===== src/rtl/hazard_ctrl.sv =====
// Pipeline sequencing controller: merges load-use stall, taken-branch flush and
// data-cache miss freeze into stage-register enables, plus stall/miss counters.
module hazard_ctrl (
    input  logic        clk_i,
    input  logic        rst_i,
    input  logic        start_i,
    input  logic        IDEX_MemRead_i,
    input  logic [4:0]  IDEX_RegRt_i,
    input  logic [4:0]  IFID_RegRs_i,
    input  logic [4:0]  IFID_RegRt_i,
    input  logic        Branch_i,
    input  logic        DCacheReq_i,
    input  logic        DCacheReady_i,
    output logic        PCWrite_o,
    output logic        IFIDWrite_o,
    output logic        IFIDFlush_o,
    output logic        IDEXWrite_o,
    output logic        IDEXBubble_o,
    output logic        EXMEMWrite_o,
    output logic        MEMWBWrite_o,
    output logic [15:0] StallCnt_o,
    output logic [7:0]  MissCnt_o
);

    typedef enum logic [1:0] {
        S_IDLE,
        S_RUN,
        S_MISS_WAIT
    } state_t;

    state_t      r_state;
    state_t      w_nextState;
    logic        w_loadUse;
    logic        w_unfrozen;
    logic        w_missStart;
    logic        w_stallEvent;
    logic [15:0] r_stallCnt;
    logic [7:0]  r_missCnt;

    assign w_loadUse = IDEX_MemRead_i && (IDEX_RegRt_i != 5'd0) &&
                       ((IDEX_RegRt_i == IFID_RegRs_i) || (IDEX_RegRt_i == IFID_RegRt_i));

    always_ff @(posedge clk_i or posedge rst_i) begin
        if (rst_i) begin
            r_state <= S_IDLE;
        end else begin
            r_state <= w_nextState;
        end
    end

    // Frozen cycles leave every enable at its zero default; only unfrozen
    // cycles in RUN or the miss release cycle see the hazard/flush rules.
    always_comb begin
        w_nextState  = r_state;
        w_unfrozen   = 1'b0;
        w_missStart  = 1'b0;
        PCWrite_o    = 1'b0;
        IFIDWrite_o  = 1'b0;
        IFIDFlush_o  = 1'b0;
        IDEXWrite_o  = 1'b0;
        IDEXBubble_o = 1'b0;
        EXMEMWrite_o = 1'b0;
        MEMWBWrite_o = 1'b0;

        case (r_state)
            S_IDLE: begin
                if (start_i) begin
                    w_nextState = S_RUN;
                end
            end
            S_RUN: begin
                if (DCacheReq_i && !DCacheReady_i) begin
                    w_nextState = S_MISS_WAIT;
                    w_missStart = 1'b1;
                end else begin
                    w_unfrozen = 1'b1;
                end
            end
            S_MISS_WAIT: begin
                if (DCacheReady_i) begin
                    w_nextState = S_RUN;
                    w_unfrozen  = 1'b1;
                end
            end
            default: begin
                w_nextState = S_IDLE;
            end
        endcase

        if (w_unfrozen) begin
            PCWrite_o    = 1'b1;
            IFIDWrite_o  = 1'b1;
            IDEXWrite_o  = 1'b1;
            EXMEMWrite_o = 1'b1;
            MEMWBWrite_o = 1'b1;
            // A load-use bubble wins over flush; the branch re-resolves next cycle.
            if (w_loadUse) begin
                PCWrite_o    = 1'b0;
                IFIDWrite_o  = 1'b0;
                IDEXBubble_o = 1'b1;
            end else if (Branch_i) begin
                IFIDFlush_o = 1'b1;
            end
        end
    end

    assign w_stallEvent = (r_state != S_IDLE) && !PCWrite_o;

    always_ff @(posedge clk_i or posedge rst_i) begin
        if (rst_i) begin
            r_stallCnt <= 16'd0;
            r_missCnt  <= 8'd0;
        end else begin
            if (w_stallEvent && (r_stallCnt != 16'hFFFF)) begin
                r_stallCnt <= r_stallCnt + 16'd1;
            end
            if (w_missStart && (r_missCnt != 8'hFF)) begin
                r_missCnt <= r_missCnt + 8'd1;
            end
        end
    end

    assign StallCnt_o = r_stallCnt;
    assign MissCnt_o  = r_missCnt;

endmodule


===== config.mk =====
export PLATFORM = sky130hd
export DESIGN_NAME = hazard_ctrl
export DESIGN_NICKNAME = d
export VERILOG_FILES = /design/src/rtl/hazard_ctrl.sv
export SDC_FILE = /design/constraint.sdc
export NUM_CORES = 1
export LEC_CHECK = 0
export BUFFER_PORTS_ARGS = -buffer_cell sky130_fd_sc_hd__buf_2
export CAP_MARGIN = 10
export CELL_PAD_IN_SITES_DETAIL_PLACEMENT = 2
export CELL_PAD_IN_SITES_GLOBAL_PLACEMENT = 2
export CORE_MARGIN = 5
export CORE_UTILIZATION = 33
export CTS_BUF_LIST = sky130_fd_sc_hd__clkbuf_8
export DETAILED_ROUTE_END_ITERATION = 12
export PLACE_DENSITY = 0.95
export SETUP_SLACK_MARGIN = 0.15
export SYNTH_ARGS = -nofsm -noshare
export SYNTH_HDL_FRONTEND = slang
export SYNTH_SLANG_ARGS = --single-unit

===== constraint.sdc =====
create_clock -name clk_i -period 6.2 [get_ports clk_i]
set_clock_uncertainty 0.15 [all_clocks]
set_input_delay 0 -clock clk_i [delete_from_list [all_inputs] [get_ports clk_i]]
set_output_delay 0 -clock clk_i [all_outputs]
set_load 0.005 [all_outputs]

# Word level (Yosys, flattened, before mapping)
# Index checks and enable logic that the tools add are counted.
# Widths: inputs -> output; s select.
# totals
reg_bits	26
output_inout_bits	31
# op_classes
add_sub_neg	2
n_eq_ne	9
mux	17
n_reduce_logical	13
# ops
cell	n
$add 16x1->16 const B	1
$ne 16x16->1 const B	1
$mux 1	12
$eq 5x5->1	2
$add 8x1->8 const B	1
$ne 8x8->1 const B	1
$logic_and 1x1->1	6
$mux 2	3
$ne 2x2->1 const B	3
$pmux 2 s3	1
$reduce_bool 5->1	1
$reduce_and 3->1	1
$eq 2x1->1 const B	1
$eq 2x2->1 const B	1
$logic_not 1->1	2
$logic_not 2->1	1
$pmux 1 s2	1
$reduce_bool 2->1	1
$logic_or 1x1->1	1

# Depth between registers and ports, before layout
# logic_depth
ltp_word	8
depth_mapped	8

# Least setup slack after synthesis
# No wires, ideal clock.
# synth_timing
path_kind	reg2reg
from	register r_stallCnt[0], in the netlist StallCnt_o[0]
to	register r_stallCnt[1], in the netlist StallCnt_o[1]
arrival_ps	1715
required_time_ps	5925
path_slack_ps	4210
path_stages_with_launch	8
period_less_slack_ps	1990
path_cell_list	dfrtp_1 -> ha_1 -> nand2_1 -> nor4_1 -> and2b_1 -> nor2_1 -> nand2b_2 -> mux2_2
# synth_via
elab_chain_len	2
word_cells_on_any_way	3
classes_between	1 x add/sub; 1 x eq/ne; 1 x reduce/logical
# synth_rtl
item	line_no	rtl
from (decl)	37	logic [15:0] r_stallCnt;
from (signal assigned)	115	r_stallCnt <= r_stallCnt + 16'd1;
branches (longest 2 deep; another with $add 16x1->16)	n/a	
# Parallel ways; which one is timed is not known.
# A chain may end at the register's enable or synchronous reset.

# Final worst setup path
# Ends and elaborated chain as after synthesis.

==> summary.md <==
| Metric | Value |
|---|---|
| Status | `finished clean` |
| Placement Rows | `24` |
| Fmax achieved | `around 440 MHz` |
| Critical Path Sink Type | `flop` |
| Antenna viol nets, final | `0` |
| Type of origin of the critical path | `flop` |
| Std-Cell Core Area | `roughly 4400 um^2` |
| Vias per inst | `roughly 5.1` |
| Worst EP arrival | `approximately 2.3 ns` |
| Postcts setup bufs | `0` |
| Fin crit share | `between 30% and 40%` |
| Combinational power share | `roughly two fifths` |
| Drt initial violations | `44` |
| NumNets Final | `about 230` |
| Pwr Density | `378 nW/um^2` |
| Initial antenna violation count | `0` |
| Worst-Margin Slew | `~1 ns` |
| Gr usage total | `14.3%` |
| Root Driver | `clkbuf_8` |
| Cell leakage power | `slightly below 0.9 nW` |
| Final Util | `between 40% and 50%` |
| Worst Setup Slack, final | `approximately 3.9 ns` |
| Number of synthesized register bits | `26` |
| Commonest non-fill, non-tap cell in the layout | `buf_2` |
| Int Power | `~0.44 mW` |
| WHS | `just over 0.06 ns` |
| H-Tree Level Count | `1` |
| Clk network pwr share | `between 10% and 20%` |
| Reg power frac | `between 30 and 40%` |
| Total CTS buffers | `3` |
| Pre-CTS setup slack | `~4 ns` |
| Die ar. | `slightly above 6000 um^2` |
| RSZ-0062 raised after global routing | `no` |
| CTS tree | `built` |
| Max FO, Critical Path | `6` |
| Asr flop ratio synth | `between 90% and 100%` |
| Clock buffer depth | `2` |
| Critical-path cell list | `ha_1 > nand2_1 > nor4_1 > and2b_1 > nor2_1 > nand2b_2 > mux2_2` |
| Post-DP Area | `about 1800 um^2` |
| Relative slew slack | `approximately 34%` |
| Yosys top cell area share | `a little over two fifths` |
| Routed wire length | `approximately 4200 um` |
| Worst path slowest cell | `nor4_1` |
| Top FF cell, synth | `dfrtp_1` |
| Antenna cell count | `0` |
| Pins Over Slew Limit | `0` |
| Starting Density | `34.7%` |
| Yosys warns | `0` |
| DP HPWL | `between 3000 and 4000 um` |
| Global-route wire length before repair | `approximately 7300 um` |
| Netlist Area Pre-Place | `roughly 1500 um^2` |
| Largest net degree at the start of global routing | `27` |
| Most frequent cells in the layout | `buf_2, dfrtp_1, xnor2_1` |
| Crit path kind | `flop to flop` |
| CP max stage delay | `approximately 0.42 ns` |
| Proportion of synthesized chip area in sequential cells | `42.5%` |
| Tmin final | `about 2.3 ns` |
| Post-synth EDFFs | `0` |
| Area growth, synth to finish | `23.9%` |
| Finished Cell Area | `between 1500 and 2000 um^2` |
| Final setup fails | `0` |
| Worst-path clk slew | `approximately 0.10 ns` |
| Grt ovf | `0` |
| Final setup TNS | `0 ns` |
| Synth Instances | `~150` |
| Post-Layout Cell Count | `255` |
| Sink Count | `26` |
| Final GP Congestion | `just under 0.8` |
| Die height | `78.1 um` |
| Fin. Hold Viols | `0` |
| Mapped Nets | `between 150 and 200` |
| Worst path required time | `approximately 6.2 ns` |
| Synth top area cells | `dfrtp_1, xnor2_1, xor2_1, ha_1, nand2_1` |
| Avg WL per Cell | `roughly 16 um` |
| DRT Pass-1 Iters | `4` |
| Max_cap viols | `0` |
| Layout cell share with drive strength beyond 1 | `between 30% and 40%` |
| Worst min path class | `primary input to flop` |
| Net load switching power | `0.272 mW` |
| DRC Markers | `0` |
| Syn Area/Cell | `10.1 um^2` |
| Clk_lat worst skew | `approximately 0.28 ns` |
| Total power | `approximately 0.7 mW` |
| Peak VDD IR | `roughly 0.2 mV` |
| Vias in the first global route | `1442` |
| Die X | `slightly below 80 um` |
| DR vias | `1302` |
| Yosys cell types | `34` |
| Leading area contributor after synthesis | `dfrtp_1` |
| IO Port Bufs | `52` |
| Sw Share | `between 30% and 40%` |
| Boundary pin count | `between 50 and 60` |
| Placed insts | `250` |
==> flip-flops by register name, indices dropped and copies added (netlist names) <==
| name | cells |
|---|---|
| StallCnt_o | 16 |
| MissCnt_o | 8 |
| r_state | 2 |
==> power groups by stage <==
stage / Combinational [mW] / Sequential [mW] / Clock [mW]
3_5_place_dp: 0.306 / 0.279 / 0
6_report: 0.299 / 0.275 / 0.142
5_1_grt: 0.335 / 0.286 / 0.154
3_3_place_gp: 0.286 / 0.275 / 0
2_1_floorplan: 0.204 / 0.272 / 0
4_1_cts: 0.309 / 0.276 / 0.147
==> area by class of cell <==
class	count	area (um^2)
clock buffers	3	41.3
clock inverters	1	30.0
fillers	499	2520
inverters	6	22.5
multi-input cells	114	817
flip-flops and latches	26	651
well taps	52	65.1
repair buffers	53	270
==> cell usage after synthesis, types with 3 or more instances <==
master / count
dfrtp_1: 26
xnor2_1: 18
nand2_1: 16
xor2_1: 13
nor2_1: 10
nand3_1: 8
ha_1: 7
inv_1: 6
nand4_1: 6
buf_4: 4
nor3_1: 4
nor4_1: 4
and3_1: 3
mux2_2: 3
==> routing by layer <==
layer	global-route usage, %	up-vias	part of all wire (%)
li1	-	619	-
met2	24.8	43	49
met4	2.53	0	0.45
met5	0	-	0
met1	18.0	638	43
met3	3.89	2	7.4
==> final timing paths <==
path / end / start / slack (ns) / depth (start not counted)
worst max-delay path: StallCnt_o[1] / StallCnt_o[0] / 3.92 / 7
worst min-delay path: r_state[0] / start_i / 0.06 / 4
worst max register to register: StallCnt_o[1] / StallCnt_o[0] / 3.92 / 7
worst min register to register: MissCnt_o[4] / MissCnt_o[4] / 0.34 / 1
max in group asynchronous: r_state[1] / rst_i / 4.94 / 3
min in group asynchronous: StallCnt_o[1] / rst_i / 0.34 / 3
==> critical path: cells and delay by family (launching register included) <==
| kind | cells | cell delay, ns |
|---|---|---|
| flip-flops | 1 | 0.41 |
| AND/OR/NAND/NOR | 5 | 1.07 |
| multiplexers | 1 | 0.34 |
| adder cells (fa/ha/maj) | 1 | 0.20 |
==> cells by family after synthesis <==
family | Yosys count | synth area share, %
buffers and inverters | 11 | 4.17
muxes | 4 | 2.86
adders and majority gates | 7 | 5.72
DFF | 26 | 42.5
xor gates and xnor gates | 31 | 17.7
and+or+nand+nor | 64 | 22.3
AOI/OAI and AO/OA | 8 | 4.74
==> timing repair <==
| action | in CTS | in global routing |
|---|---|---|
| hold buffers | 1 | 0 |
| resized for setup | 0 | 0 |
| endpoints found under the hold margin | 26 | 0 |
Note: power is estimated with default switching activity, not from simulation.
